[src/rtl/bomb_pkg.sv]
// bomb_pkg: shared slot state encoding, geometry constants and helpers
package bomb_pkg;
  typedef enum logic [1:0] {S_IDLE, S_FUSE, S_CRACK} slot_state_t;
  localparam int NUM_SLOTS = 6;
  localparam int COORD_W = 6;
  localparam int BLOCK_W = 16;
  function automatic logic [2:0] popcount6(input logic [NUM_SLOTS-1:0] v);
    logic [2:0] n;
    n = '0;
    for (int i = 0; i < NUM_SLOTS; i++) n = n + 3'(v[i]);
    return n;
  endfunction
endpackage

[src/rtl/bomb_slot.sv]
// bomb_slot: one bomb slot -- IDLE/FUSE/CRACK FSM, tick counter and latched cell
module bomb_slot
  import bomb_pkg::*;
#(
  parameter int FUSE_TICKS = 180,
  parameter int CRACK_TICKS = 30,
  parameter int CNT_W = 8
) (
  input  logic               clk,
  input  logic               rst,
  input  logic               tick,
  input  logic               alloc,
  input  logic               chain_hit,
  input  logic [COORD_W-1:0] place_x,
  input  logic [COORD_W-1:0] place_y,
  output logic               live,
  output logic               crack,
  output logic               busy_next,
  output logic [COORD_W-1:0] x,
  output logic [COORD_W-1:0] y
);
  slot_state_t state, state_n;
  logic [CNT_W-1:0] cnt, cnt_n;
  logic [COORD_W-1:0] x_n, y_n;
  // state, counter and coordinate registers
  always_ff @(posedge clk) begin
    if (rst) begin
      state <= S_IDLE;
      cnt <= '0;
      x <= '0;
      y <= '0;
    end else begin
      state <= state_n;
      cnt <= cnt_n;
      x <= x_n;
      y <= y_n;
    end
  end
  // next state: allocation arms the fuse, ticks count down fuse then explosion
  always_comb begin
    state_n = state;
    cnt_n = cnt;
    x_n = x;
    y_n = y;
    case (state)
      S_IDLE:
        if (alloc) begin
          state_n = S_FUSE;
          cnt_n = CNT_W'(FUSE_TICKS);
          x_n = place_x;
          y_n = place_y;
        end
      S_FUSE:
        if (tick) begin
          state_n = (cnt == CNT_W'(1) || chain_hit) ? S_CRACK : S_FUSE;
          cnt_n = (cnt == CNT_W'(1) || chain_hit) ? CNT_W'(CRACK_TICKS) : cnt - CNT_W'(1);
        end
      S_CRACK:
        if (tick) begin
          state_n = (cnt == CNT_W'(1)) ? S_IDLE : S_CRACK;
          cnt_n = cnt - CNT_W'(1);
          x_n = (cnt == CNT_W'(1)) ? '0 : x;
          y_n = (cnt == CNT_W'(1)) ? '0 : y;
        end
      default: state_n = S_IDLE;
    endcase
  end
  assign live = state == S_FUSE;
  assign crack = state == S_CRACK;
  assign busy_next = state_n != S_IDLE;
endmodule

[src/rtl/bomb_slot_manager.sv]
// bomb_slot_manager: six bomb slots with allocator and duplicate check; optional CHAIN_REACT_EN chain detonation
module bomb_slot_manager
  import bomb_pkg::*;
#(
  parameter int FUSE_TICKS = 180,
  parameter int CRACK_TICKS = 30,
  parameter int CNT_W = 8
) (
  input  logic                           clk,
  input  logic                           rst,
  input  logic                           tick,
  input  logic                           place,
  input  logic [COORD_W-1:0]             place_x,
  input  logic [COORD_W-1:0]             place_y,
  output logic                           place_ok,
  output logic                           place_rej,
  output logic [1:NUM_SLOTS*COORD_W]     bomb_x,
  output logic [1:NUM_SLOTS*COORD_W]     bomb_y,
  output logic [1:NUM_SLOTS]             bomb_live,
  output logic [1:NUM_SLOTS]             crack_num,
  output logic [2:0]                     bomb_count
);
  logic [NUM_SLOTS-1:0] live_v, crack_v, busy, busy_nxt, dup, free_v, sel, alloc, chain_hit;
  logic [COORD_W-1:0] sx [NUM_SLOTS];
  logic [COORD_W-1:0] sy [NUM_SLOTS];
  logic accept;
  assign busy = live_v | crack_v;
  assign free_v = ~busy;
  assign sel = free_v & (~free_v + NUM_SLOTS'(1));
  assign accept = place && |free_v && !(|dup);
  assign alloc = accept ? sel : '0;
  genvar i;
  generate
    for (i = 0; i < NUM_SLOTS; i++) begin : g_slot
      bomb_slot #(.FUSE_TICKS(FUSE_TICKS), .CRACK_TICKS(CRACK_TICKS), .CNT_W(CNT_W)) u_slot (
        .clk(clk), .rst(rst), .tick(tick), .alloc(alloc[i]), .chain_hit(chain_hit[i]),
        .place_x(place_x), .place_y(place_y), .live(live_v[i]), .crack(crack_v[i]),
        .busy_next(busy_nxt[i]), .x(sx[i]), .y(sy[i])
      );
      assign dup[i] = busy[i] && sx[i] == place_x && sy[i] == place_y;
      assign bomb_x[COORD_W*i+1:COORD_W*i+COORD_W] = sx[i];
      assign bomb_y[COORD_W*i+1:COORD_W*i+COORD_W] = sy[i];
      assign bomb_live[i+1] = live_v[i];
      assign crack_num[i+1] = crack_v[i];
    end
  endgenerate
`ifdef CHAIN_REACT_EN
  // a burning fuse shares an odd row or column with an exploding slot: detonate it
  always_comb begin
    chain_hit = '0;
    for (int k = 0; k < NUM_SLOTS; k++)
      for (int j = 0; j < NUM_SLOTS; j++)
        if (crack_v[j] && ((sx[j] == sx[k] && sx[k][0]) || (sy[j] == sy[k] && sy[k][0])))
          chain_hit[k] = 1'b1;
  end
`else
  assign chain_hit = '0;
`endif
  // request result pulses and occupancy count as seen after this edge
  always_ff @(posedge clk) begin
    if (rst) begin
      place_ok <= 1'b0;
      place_rej <= 1'b0;
      bomb_count <= '0;
    end else begin
      place_ok <= accept;
      place_rej <= place && !accept;
      bomb_count <= popcount6(busy_nxt);
    end
  end
endmodule

[config.mk]
export PLATFORM = sky130hd
export DESIGN_NAME = bomb_slot_manager
export DESIGN_NICKNAME = d
export VERILOG_FILES = /design/src/rtl/bomb_pkg.sv /design/src/rtl/bomb_slot.sv /design/src/rtl/bomb_slot_manager.sv
export SDC_FILE = /design/constraint.sdc
export NUM_CORES = 1
export LEC_CHECK = 0
export ABC_AREA = 1
export CAP_MARGIN = 10
export CORE_MARGIN = 4
export CORE_UTILIZATION = 45
export DETAILED_ROUTE_END_ITERATION = 16
export PLACE_DENSITY = 0.69
export SLEW_MARGIN = 20
export SYNTH_ARGS = -nofsm -noshare
export SYNTH_HDL_FRONTEND = slang
export SYNTH_SLANG_ARGS = --single-unit
export TNS_END_PERCENT = 1
[constraint.sdc]
create_clock -name clk -period 3.94 [get_ports clk]
set_input_delay 0.394 -clock clk [delete_from_list [all_inputs] [get_ports clk]]
set_output_delay 0.394 -clock clk [all_outputs]
set_load 0.005 [all_outputs]
==> metrics.csv <==
stage,metric,value,unit
cts,CTS max path bufs,2,
pwr,Worst VDD drop,0.326,mV
worst_setup_path,crit path launch,g_slot[2].u_slot.state[1],
placement,hpwl dp,21800,µm
grt,first-pass GRT wire length,46900,µm
sta,Pins Over Slew Limit,0,
pwr,P per Cell Area,487,nW/µm²
grt,GRT overflow,0,
worst_hold_path,Min-Delay Path Class,reg2reg,
logic_synthesis,Syn Nets,1571,
logic_synthesis,Post-Syn Area,9250,µm²
sta,setup violators final,0,
grt,vias in the first global route,9015,
layout,non-filler cells in the finished layout,1937,
cts,clk slew on worst S/H paths,0.06,ns
sta,Fin. Hold Viols,0,
logic_synthesis,Mapped Avg Cell Area,6.11,µm²
sta,relative slew slack,32.8,%
cts,htree depth,4,
placement,placed inst area,10900,µm²
logic_synthesis,YS warnings,0,
sta,period utilisation layout,95.6,%
floorplanning,Die Y,151,µm
route,Initial DRT Pass Iterations,5,
grt,met3 Use GR,5.42,%
logic_synthesis,Synth cell types,43,
route,DR vias,9983,
layout,nets,1711,
worst_setup_path,CP Capture Type,flop,
worst_setup_path,WS Path Type,reg2reg,
worst_setup_path,reg2reg start,g_slot[2].u_slot.state[1],
sta,Least-Margin Pin Slew,1.01,ns
grt,grt met2 use,41.5,%
layout,ANT cells,0,
route,DRC Markers,0,
sta,clk_skew,0.0110,ns
cts,Inserted Clock Buffers,17,
floorplanning,die width,151,µm
placement,pre-CTS setup slack,-0.377,ns
pwr,overall power,5.70,mW
route,Starting DRT DRC Count,817,
placement,RePlAce Congestion,0.953,
grt,Tot GR Track Use,25.6,%
route,Post-DRT Antenna Nets,0,
worst_setup_path,startpoint types,flop,
logic_synthesis,register bit count reported by yosys,137,
sta,setup ws final,0.173,ns
floorplanning,number of core rows,52,
cts,root buffer cell,clkbuf_16,
grt,met1 Use GR,34.4,%
logic_synthesis,synthesized instance count,1515,
route,routed len/inst,15.2,µm
sta,fmax,265,MHz
route,via density per instance,5.15,
flow_run,Max Cap Viol,0,
floorplanning,Placeable Area,20200,µm²
grt,largest net degree at the start of global routing,81,
grt,initial antenna violation count,0,
placement,Buffers on Ports,104,
worst_hold_path,Hold Path Origin,g_slot[5].u_slot.cnt[7],
floorplanning,Die Area,22900,µm²
outcome,status,completed,
grt,grt peak-use layer,met2,
cts,CTS Hold Bufs,0,
floorplanning,I/O pin total,105,
cts,CTS tree,built,
layout,post-layout instance area,11700,µm²
route,drt total wl,29400,µm
sta,"Min Clock Period, post-route",3.77,ns
layout,Finished Core Util,57.8,%
worst_setup_path,crit path DAT,4.04,ns
cts,CTS sink count,137,
pwr,Pleak,5.16,nW
worst_setup_path,worst-path maximum fanout,4,
floorplanning,Initial Util,45.7,%
placement,Post-Place Cells,1903,
layout,fraction of layout cells with a size suffix above 1,10.9,%
logic_synthesis,register area share after synthesis,29.6,%
worst_setup_path,WP data required,4.22,ns
layout,Synth-to-Final Area Change,26.4,%
cts,clk_lat worst skew,0.43,ns
==> final cells by class <==
type	count	area, µm²
tap	270	338
sequential	137	2750
fill	1935	8540
multi-input combinational	1111	5500
timing repair buffer	198	1770
clock inverter	14	198
clock buffer	17	425
inverter	190	713
==> cell usage after synthesis (all sizes together) <==
cell type	instances	area share [%]
o21bai	2	0.16
a32o	1	0.11
a31o	1	0.095
o21ai	44	2.4
dfxtp	137	30
a31oi	7	0.47
a32oi	1	0.095
nor4	3	0.20
o2bb2ai	1	0.095
fa	3	0.65
nand3b	4	0.32
ha	37	5.0
a22oi	3	0.24
or2	6	0.41
nor3	25	1.4
clkbuf	30	1.2
inv	186	7.5
nand4	37	2.5
nand3	100	5.9
nor2	218	9.2
buf	47	3.1
nand2	452	19
xor2	26	2.5
xnor2	9	0.85
a21oi	126	6.8
a21boi	3	0.24
o211ai	2	0.16
clkinv	4	0.16
==> registers in the layout, summed over array words and instances (netlist names) <==
register	count
bomb_count	3
g_slot.u_slot.cnt	48
g_slot.u_slot.state	12
g_slot.u_slot.x	36
g_slot.u_slot.y	36
place_ok	1
place_rej	1
==> critical path, stage by stage, from the launching register on <==
cell and delay [ns]:
dfxtp_1 0.35, inv_1 0.10, ha_4 0.30, inv_1 0.06
nor3_2 0.20, a31oi_1 0.12, nand2_1 0.18, nor2_8 0.07
nand3_2 0.09, nand2_1 0.05, nand2_1 0.06, nand2_2 0.06
o21ai_2 0.16, buf_4 0.12, fa_1 0.42, fa_1 0.49
inv_1 0.05, ha_1 0.20, fa_1 0.43, inv_1 0.06
nor2_1 0.03
==> stage by stage <==
| step | hold WS (ns) | TNS [ns] |
|---|---|---|
| finish | 0.470 | 0 |
| global route | 0.492 | -0.0240 |
| CTS | 0.469 | 0 |
| detailed placement | 0.460 | -0.762 |
| global placement | 0.449 | -0.525 |
| floorplan | 0.441 | 0 |
==> kinds of logic after synthesis <==
group	Yosys count	share of synthesized area, %
xor gates and xnor gates	35	3.31
DFF	137	29.6
AOI/OAI and AO/OA	191	10.9
adders and majority gates	40	5.65
buffers and inverters	267	12.0
and+or+nand+nor	845	38.5
==> layer usage <==
metal | share of wire, % | routed length [µm]
met1 | 44 | 13000
met2 | 46 | 13600
met3 | 7.0 | 2050
met4 | 2.4 | 697
met5 | 0 | 0
==> layout by cell type, fill, tap and decap left out, types with 31 or more instances in the layout <==
cell type	instances
nand3_1	93
nand4_1	37
buf_4	92
ha_1	31
nor2_1	215
dfxtp_1	134
a21oi_1	125
inv_1	166
clkdlybuf4s50_1	100
nand2_1	444
==> power by group <==
part | leakage (nW) | switching [mW] | internal (mW)
clock network | 0.300 | 0.677 | 1.06
logic | 3.75 | 1.22 | 0.922
registers | 1.11 | 0.229 | 1.59
==> timing repair <==
item / CTS / global route
resized for setup: 5 / 25
buffers inserted: 0 / 3
endpoints found under the setup margin: 1 / 2
pin swaps: 1 / 9
==> path summary, 6_finish.rpt <==
check	endpoint	slack, ns	depth (start not counted)
worst max-delay path	bomb_count[1]	0.17	20
worst min-delay path	g_slot[5].u_slot.cnt[7]	0.47	2
worst max register to register	bomb_count[1]	0.17	20
worst min register to register	g_slot[5].u_slot.cnt[7]	0.47	2
Note: power is estimated with default switching activity, not from simulation.
